## src/rtl/fetch_unit.sv

```systemverilog
// Instruction fetch stage: owns the PC, issues word reads to the instruction cache
// and buffers returned words with their PC in a small FIFO for the decode stage.
module fetch_unit #(
    parameter logic [31:0] PC_INIT = 32'h0000_0000,
    parameter int          DEPTH   = 2
) (
    input  logic        CLK,
    input  logic        nRST,
    output logic        imemREN,
    output logic [31:0] imemaddr,
    input  logic [31:0] imemload,
    input  logic        ihit,
    input  logic        redirect,
    input  logic [31:0] redirect_pc,
    input  logic        halt,
    input  logic        instr_ready,
    output logic        instr_valid,
    output logic [31:0] instr_out,
    output logic [31:0] instr_pc,
    output logic [31:0] instr_npc,
    output logic        fetch_halted
);

    localparam int CW = $clog2(DEPTH + 1);
    localparam int PW = (DEPTH > 1) ? $clog2(DEPTH) : 1;
    localparam logic [CW-1:0] FULL_COUNT = CW'(DEPTH);
    localparam logic [PW-1:0] LAST_PTR   = PW'(DEPTH - 1);

    typedef enum logic {
        RUN,
        HALTED
    } state_t;

    typedef struct packed {
        logic [31:0] word;
        logic [31:0] pc;
    } entry_t;

    state_t          state;
    state_t          state_next;
    logic [31:0]     pc;
    logic [CW-1:0]   count;
    logic [PW-1:0]   head;
    logic [PW-1:0]   tail;
    entry_t          fifo [DEPTH];
    entry_t          head_entry;

    logic            running;
    logic            flush;
    logic            push;
    logic            pop;

    function automatic logic [PW-1:0] ptr_inc(input logic [PW-1:0] p);
        return (p == LAST_PTR) ? '0 : p + PW'(1);
    endfunction

    // Request depends only on registered state and count, never on instr_ready.
    assign running  = (state == RUN);
    assign imemREN  = running && (count < FULL_COUNT) && nRST;
    assign imemaddr = {pc[31:2], 2'b00};

    // Halt outranks redirect; both discard a coincident ihit.
    assign flush = running && redirect && !halt;
    assign push  = ihit && imemREN && !redirect && !halt;
    assign pop   = instr_valid && instr_ready;

    // State register
    // NOTE: sequential state uses non-blocking assignments so every flop samples pre-edge values.
    always_ff @(posedge CLK) begin
        if (!nRST) begin
            state <= RUN;
        end else begin
            state <= state_next;
        end
    end

    // NOTE: every signal written in always_comb gets a default first, so no latch is inferred.
    always_comb begin
        state_next = state;
        case (state)
            RUN:     if (halt) state_next = HALTED;
            HALTED:  state_next = HALTED;
            default: state_next = RUN;
        endcase
    end

    always_ff @(posedge CLK) begin
        if (!nRST) begin
            pc    <= PC_INIT;
            count <= '0;
            head  <= '0;
            tail  <= '0;
        end else if (flush) begin
            pc    <= redirect_pc & ~32'd3;
            count <= '0;
            head  <= '0;
            tail  <= '0;
        end else begin
            if (push) begin
                pc   <= pc + 32'd4;
                tail <= ptr_inc(tail);
            end
            if (pop) begin
                head <= ptr_inc(head);
            end
            case ({push, pop})
                2'b10:   count <= count + CW'(1);
                2'b01:   count <= count - CW'(1);
                default: count <= count;
            endcase
        end
    end

    // NOTE: the FIFO storage has no reset; count alone decides which entries are meaningful.
    always_ff @(posedge CLK) begin
        if (push) begin
            fifo[tail] <= '{word: imemload, pc: pc};
        end
    end

    assign head_entry   = fifo[head];
    assign instr_valid  = (count != '0);
    assign instr_out    = instr_valid ? head_entry.word : 32'h0000_0000;
    assign instr_pc     = instr_valid ? head_entry.pc   : 32'h0000_0000;
    assign instr_npc    = instr_pc + 32'd4;
    assign fetch_halted = (state == HALTED);

endmodule

```

## config.mk

```make
export PLATFORM = sky130hd
export DESIGN_NAME = fetch_unit
export DESIGN_NICKNAME = d
export VERILOG_FILES = /design/src/rtl/fetch_unit.sv
export SDC_FILE = /design/constraint.sdc
export NUM_CORES = 1
export LEC_CHECK = 0
export ABC_AREA = 0
export CAP_MARGIN = 30
export CORE_MARGIN = 4
export CORE_UTILIZATION = 53
export DETAILED_ROUTE_END_ITERATION = 10
export PLACE_DENSITY = 0.95
export SETUP_SLACK_MARGIN = 0.4
export SLEW_MARGIN = 20
export SYNTH_ARGS = -nofsm -noshare
export SYNTH_HDL_FRONTEND = slang
export SYNTH_SLANG_ARGS = --single-unit
```

## constraint.sdc

```tcl
create_clock -name CLK -period 12 [get_ports CLK]
set_input_delay 2.4 -clock CLK [delete_from_list [all_inputs] [get_ports CLK]]
set_output_delay 2.4 -clock CLK [all_outputs]
set_load 0.02 [all_outputs]
```

# Word level (Yosys, flattened, before mapping)
# Memories as Yosys holds them, arrays and structs flattened. A register that Yosys moved wholly into a read port is not among the register bits.
# Cells that the tools add are included.
[word_totals]
word_cells = 45
ramBits = 128
n_memories = 1
out_inout_bits = 131
input_bits = 70
ff_bits = 37
[classes]
eq_ne = 2
n_mux = 13
order_cmp = 1
n_reduce_logical = 14
addsub = 6
bitwise = 2
[mem_list]
columns = ["name", "depth", "width", "read_ports", "rd_clocked_by_memory_dff", "write_ports", "line_no", "rtl"]
rows = [
  ["fifo", 2, 64, 1, 1, 1, "45", "entry_t fifo [DEPTH];"],
]
[ops]
columns = ["cell", "n"]
rows = [
  ["32-bit two-way mux", 4],
  ["32-bit by 3-bit adder with 32-bit output (second input constant)", 2],
  ["1-bit logical AND", 8],
  ["1-bit two-way mux", 7],
  ["2-bit nonzero test", 3],
  ["2-bit one-hot mux with 2 select lines", 1],
  ["1-bit adder (second input constant)", 2],
  ["2-bit by 1-bit adder with 2-bit output (second input constant)", 1],
  ["2-bit by 1-bit == test with 1-bit output (second input constant)", 1],
  ["2-bit == test (second input constant)", 1],
  ["1-bit zero test", 2],
  ["2-bit < comparator (second input constant)", 1],
  ["1-bit NOT", 2],
  ["1-bit one-hot mux with 2 select lines", 1],
  ["2-bit OR reduction", 1],
  ["2-bit by 1-bit subtractor with 2-bit output (second input constant)", 1],
]

# Logic depth before layout (Yosys ltp)
[logic_depth]
word_depth = 8
depth_mapped = 13
mapped_depth_nobuf = 9

# Least setup slack after synthesis
# OpenSTA, ideal clock, no wires.
[synth_timing]
path_type = "reg2out"
startpoint = "register (tool-made name)"
endpoint = "output instr_npc[18]"
arrival_ns = 3.731
setup_slack_ns = 5.869
required_ns = 9.600
path_stages_with_launch = 14
cell_sequence = "dfxtp_1 -> buf_6 -> buf_6 -> buf_6 -> buf_2 -> buf_2 -> buf_2 -> mux2i_1 -> nor2_1 -> ha_1 -> or4b_1 -> nand4b_4 -> nor4_2 -> xor2_1"
[synth_lines]
columns = ["element", "line_no", "rtl"]
rows = [
  ["end: declaration", "20", "output logic [31:0] instr_npc,"],
]

# Worst setup path in the final report
[layout_timing]
startpoint = "input nRST"
endpoint = "output imemREN"
[layout_between]
elab_chain_cells = 1
[layout_rtl]
columns = ["element", "line_no", "rtl"]
rows = [
  ["start: declaration", "8", "input logic nRST,"],
  ["1-bit logical AND", "59", "assign imemREN = running && (count < FULL_COUNT) && nRST;"],
  ["end: declaration", "9", "output logic imemREN,"],
]
# Every way passes these cells.

==> metrics.txt <==
yosys warns=0; Initial DRC Count=442; Clock Skews=9.74 ps; Area growth, synth to finish=35.3%; grt peak-use layer=met2; I/O pin count=201; top cells by area, synth=edfxtp_1, dfxtp_1, mux2i_1, nor2_1, xnor2_1; critical path type=in -> out; drt via density=5.69; antenna-violating nets left=0; core area=13,800 µm²; met3 global-route usage=5.47%; initial core utilization=54.1%; Logic pwr share=19.2%; FILL cells=943; n_diodes=0; Routed WL=19.4 mm; fmax=146 MHz; WHS Path Cells=2; EDFF count, synth=124; die area=16,100 µm²; Port Buffers=192; sequential power share=43.6%; layout cells sized above 1=6.95%; first-pass GRT wire length=29.9 mm; Wirelength per Cell=19.4 µm; Avg Cell Area, Syn=12.0 µm²; grt met1 use=30.5%; sequential area share after synthesis=59.4%; R2R setup slack=9340 ps; Clock transition at path regs=60 ps; fraction of registers with async set/reset=0%; CP startpoint=nRST; CP Launch Type=input pin; commonest non-fill, non-tap cell in the layout=clkdlybuf4s50_1; crit share post-route=56.9%; r2r endpoint=pc[28]; Total Routing Usage GR=23.8%; Final Util=73.2%; most frequent cells in the layout=clkdlybuf4s50_1, edfxtp_1, nor2_1; post-synth cell types=72; internal power=1090 µW; critical path data required time=9600 ps; Slew Viols, Final=0; grt met2 use=40.2%; DRC Markers=0; vias in the first global route=5,619; Post-layout nets=881; PwrDens=145 nW/µm²; Seq. cell area=4450 µm²; end of the critical path=imemREN; CTS buffer count=17; Max-Cap Viols=0; r2r startpoint=count[1]; Final Hold Fails=0; Sw Pwr=380 µW; DIE HEIGHT=127 µm; flops & latches, synth=160; Clock Sinks=160; worst hold-check path type=reg -> reg; CTS Hold Bufs=0; Synth area leader=edfxtp_1; clock buffer depth=2; Leak=0.00340 µW; Crit Path Max Fanout=26; CTS Root Cell=clkbuf_16; dominant synthesized flop cell=edfxtp_1; switching part of the total=25.8%; Hold Slack=518 ps; kind of end point of the critical path=primary output; Rel. slew slack=42.1%; pin count of the biggest net entering global routing=79; status=complete, no violations; share of the synthesized area in the top cell type=49.8%; DP HPWL=13.4 mm; clock latency on the worst-skew pair=420 ps; critical hold path startpoint=head; Multi-input gate area=2840 µm²; width of the die=127 µm; setup TNS=0 ps; final setup vio count=0; initial antenna violation count=0; Synth Cell Area=7480 µm²; Worst Tran Pin Value=869 ps; Resize count post-CTS=0; clock power share=37.2%; Post-CTS Setup Bufs=0; gpl congestion=0.831; crit path DAT=4430 ps; fin crit period=6830 ps; unrepaired setup endpoints after global routing=no; Post-Synthesis Cells=623; CTS H-tree depth=4; grt total ovfl=0; R2R cell count=7; vias=5,686; TritonCTS clock tree=yes; TritonRoute pass-1 iters=5; # rows=43; Max VDD drop=0.0917 mV
[Yosys cell counts, drive strengths merged, types with 6 or more instances]
master	instances
nor4	8
nor3	17
buf	17
nand4	8
nand2	38
a211oi	10
xor2	19
nand3b	6
edfxtp	124
dfxtp	36
xnor2	19
inv	9
clkbuf	20
nor2	93
a21oi	13
nand3	23
a31oi	12
and3	12
mux2i	60
[power by group through the flow]
stage	sequential [µW]	combinational, µW	clock [µW]
CTS	641	284	553
finish	642	283	547
global route	644	300	578
detailed placement	653	282	0
global placement	650	276	0
floorplan	652	150	0
[worst min-delay path by stage]
| stage | to | slack [ps] |
|---|---|---|
| after floorplan | count[1] | 480 |
| after global placement | head | 500 |
| after detailed placement | head | 510 |
| after CTS | head | 520 |
| after global routing | fifo[0][7] | 560 |
| final | head | 520 |
[cell families (layout without fill, tap and decap cells)]
family / count (synthesis) / after routing / synth area share [%]
other: 1 / 6 / 0.0501
adders and majority gates: 3 / 3 / 0.502
and+or+nand+nor: 237 / 237 / 16.5
buffers and inverters: 46 / 238 / 3.13
muxes: 63 / 63 / 8.48
xor gates and xnor gates: 38 / 38 / 4.45
AOI/OAI and AO/OA: 75 / 75 / 7.43
DFF: 160 / 160 / 59.4
[per-layer routing]
| layer | vias up | wire length [µm] |
|---|---|---|
| met4 | 0 | 383 |
| met2 | 261 | 9600 |
| li1 | 2687 | - |
| met5 | - | 0 |
| met1 | 2709 | 7940 |
| met3 | 29 | 1430 |
[sequential cells by signal (all words and copies together), names as in the netlist, named ones only]
name	flops
fetch_halted	1
head	1
pc	30
tail	1
count	2
fifo	124
[cell type report]
type	instances	share of cell area (%)
Timing Repair Buffer	198	19.5
Clock buffer	19	4.28
Multi-Input combinational cell	422	28.0
Inverter	9	0.359
Sequential cell	160	44.0
Tap cell	180	2.23
Clock inverter	12	1.66
[critical path, cell delays in order]
cell	delay [ps]
clkdlybuf4s50_1	790
inv_2	340
nor3_1	260
clkdlybuf4s50_1	630
[metrics by stage]
stage               power [µW]  setup slack [ps]  instances  instance area, µm²
finish                    1470              5170       1000               10100
global route              1520              4880       1000               10100
CTS                       1480              5110        999               10100
detailed placement         935              5240        968                9500
global placement           927              5210        968                9500
floorplan                  802              5870        628                7500
(Power assumes the default switching activity.)
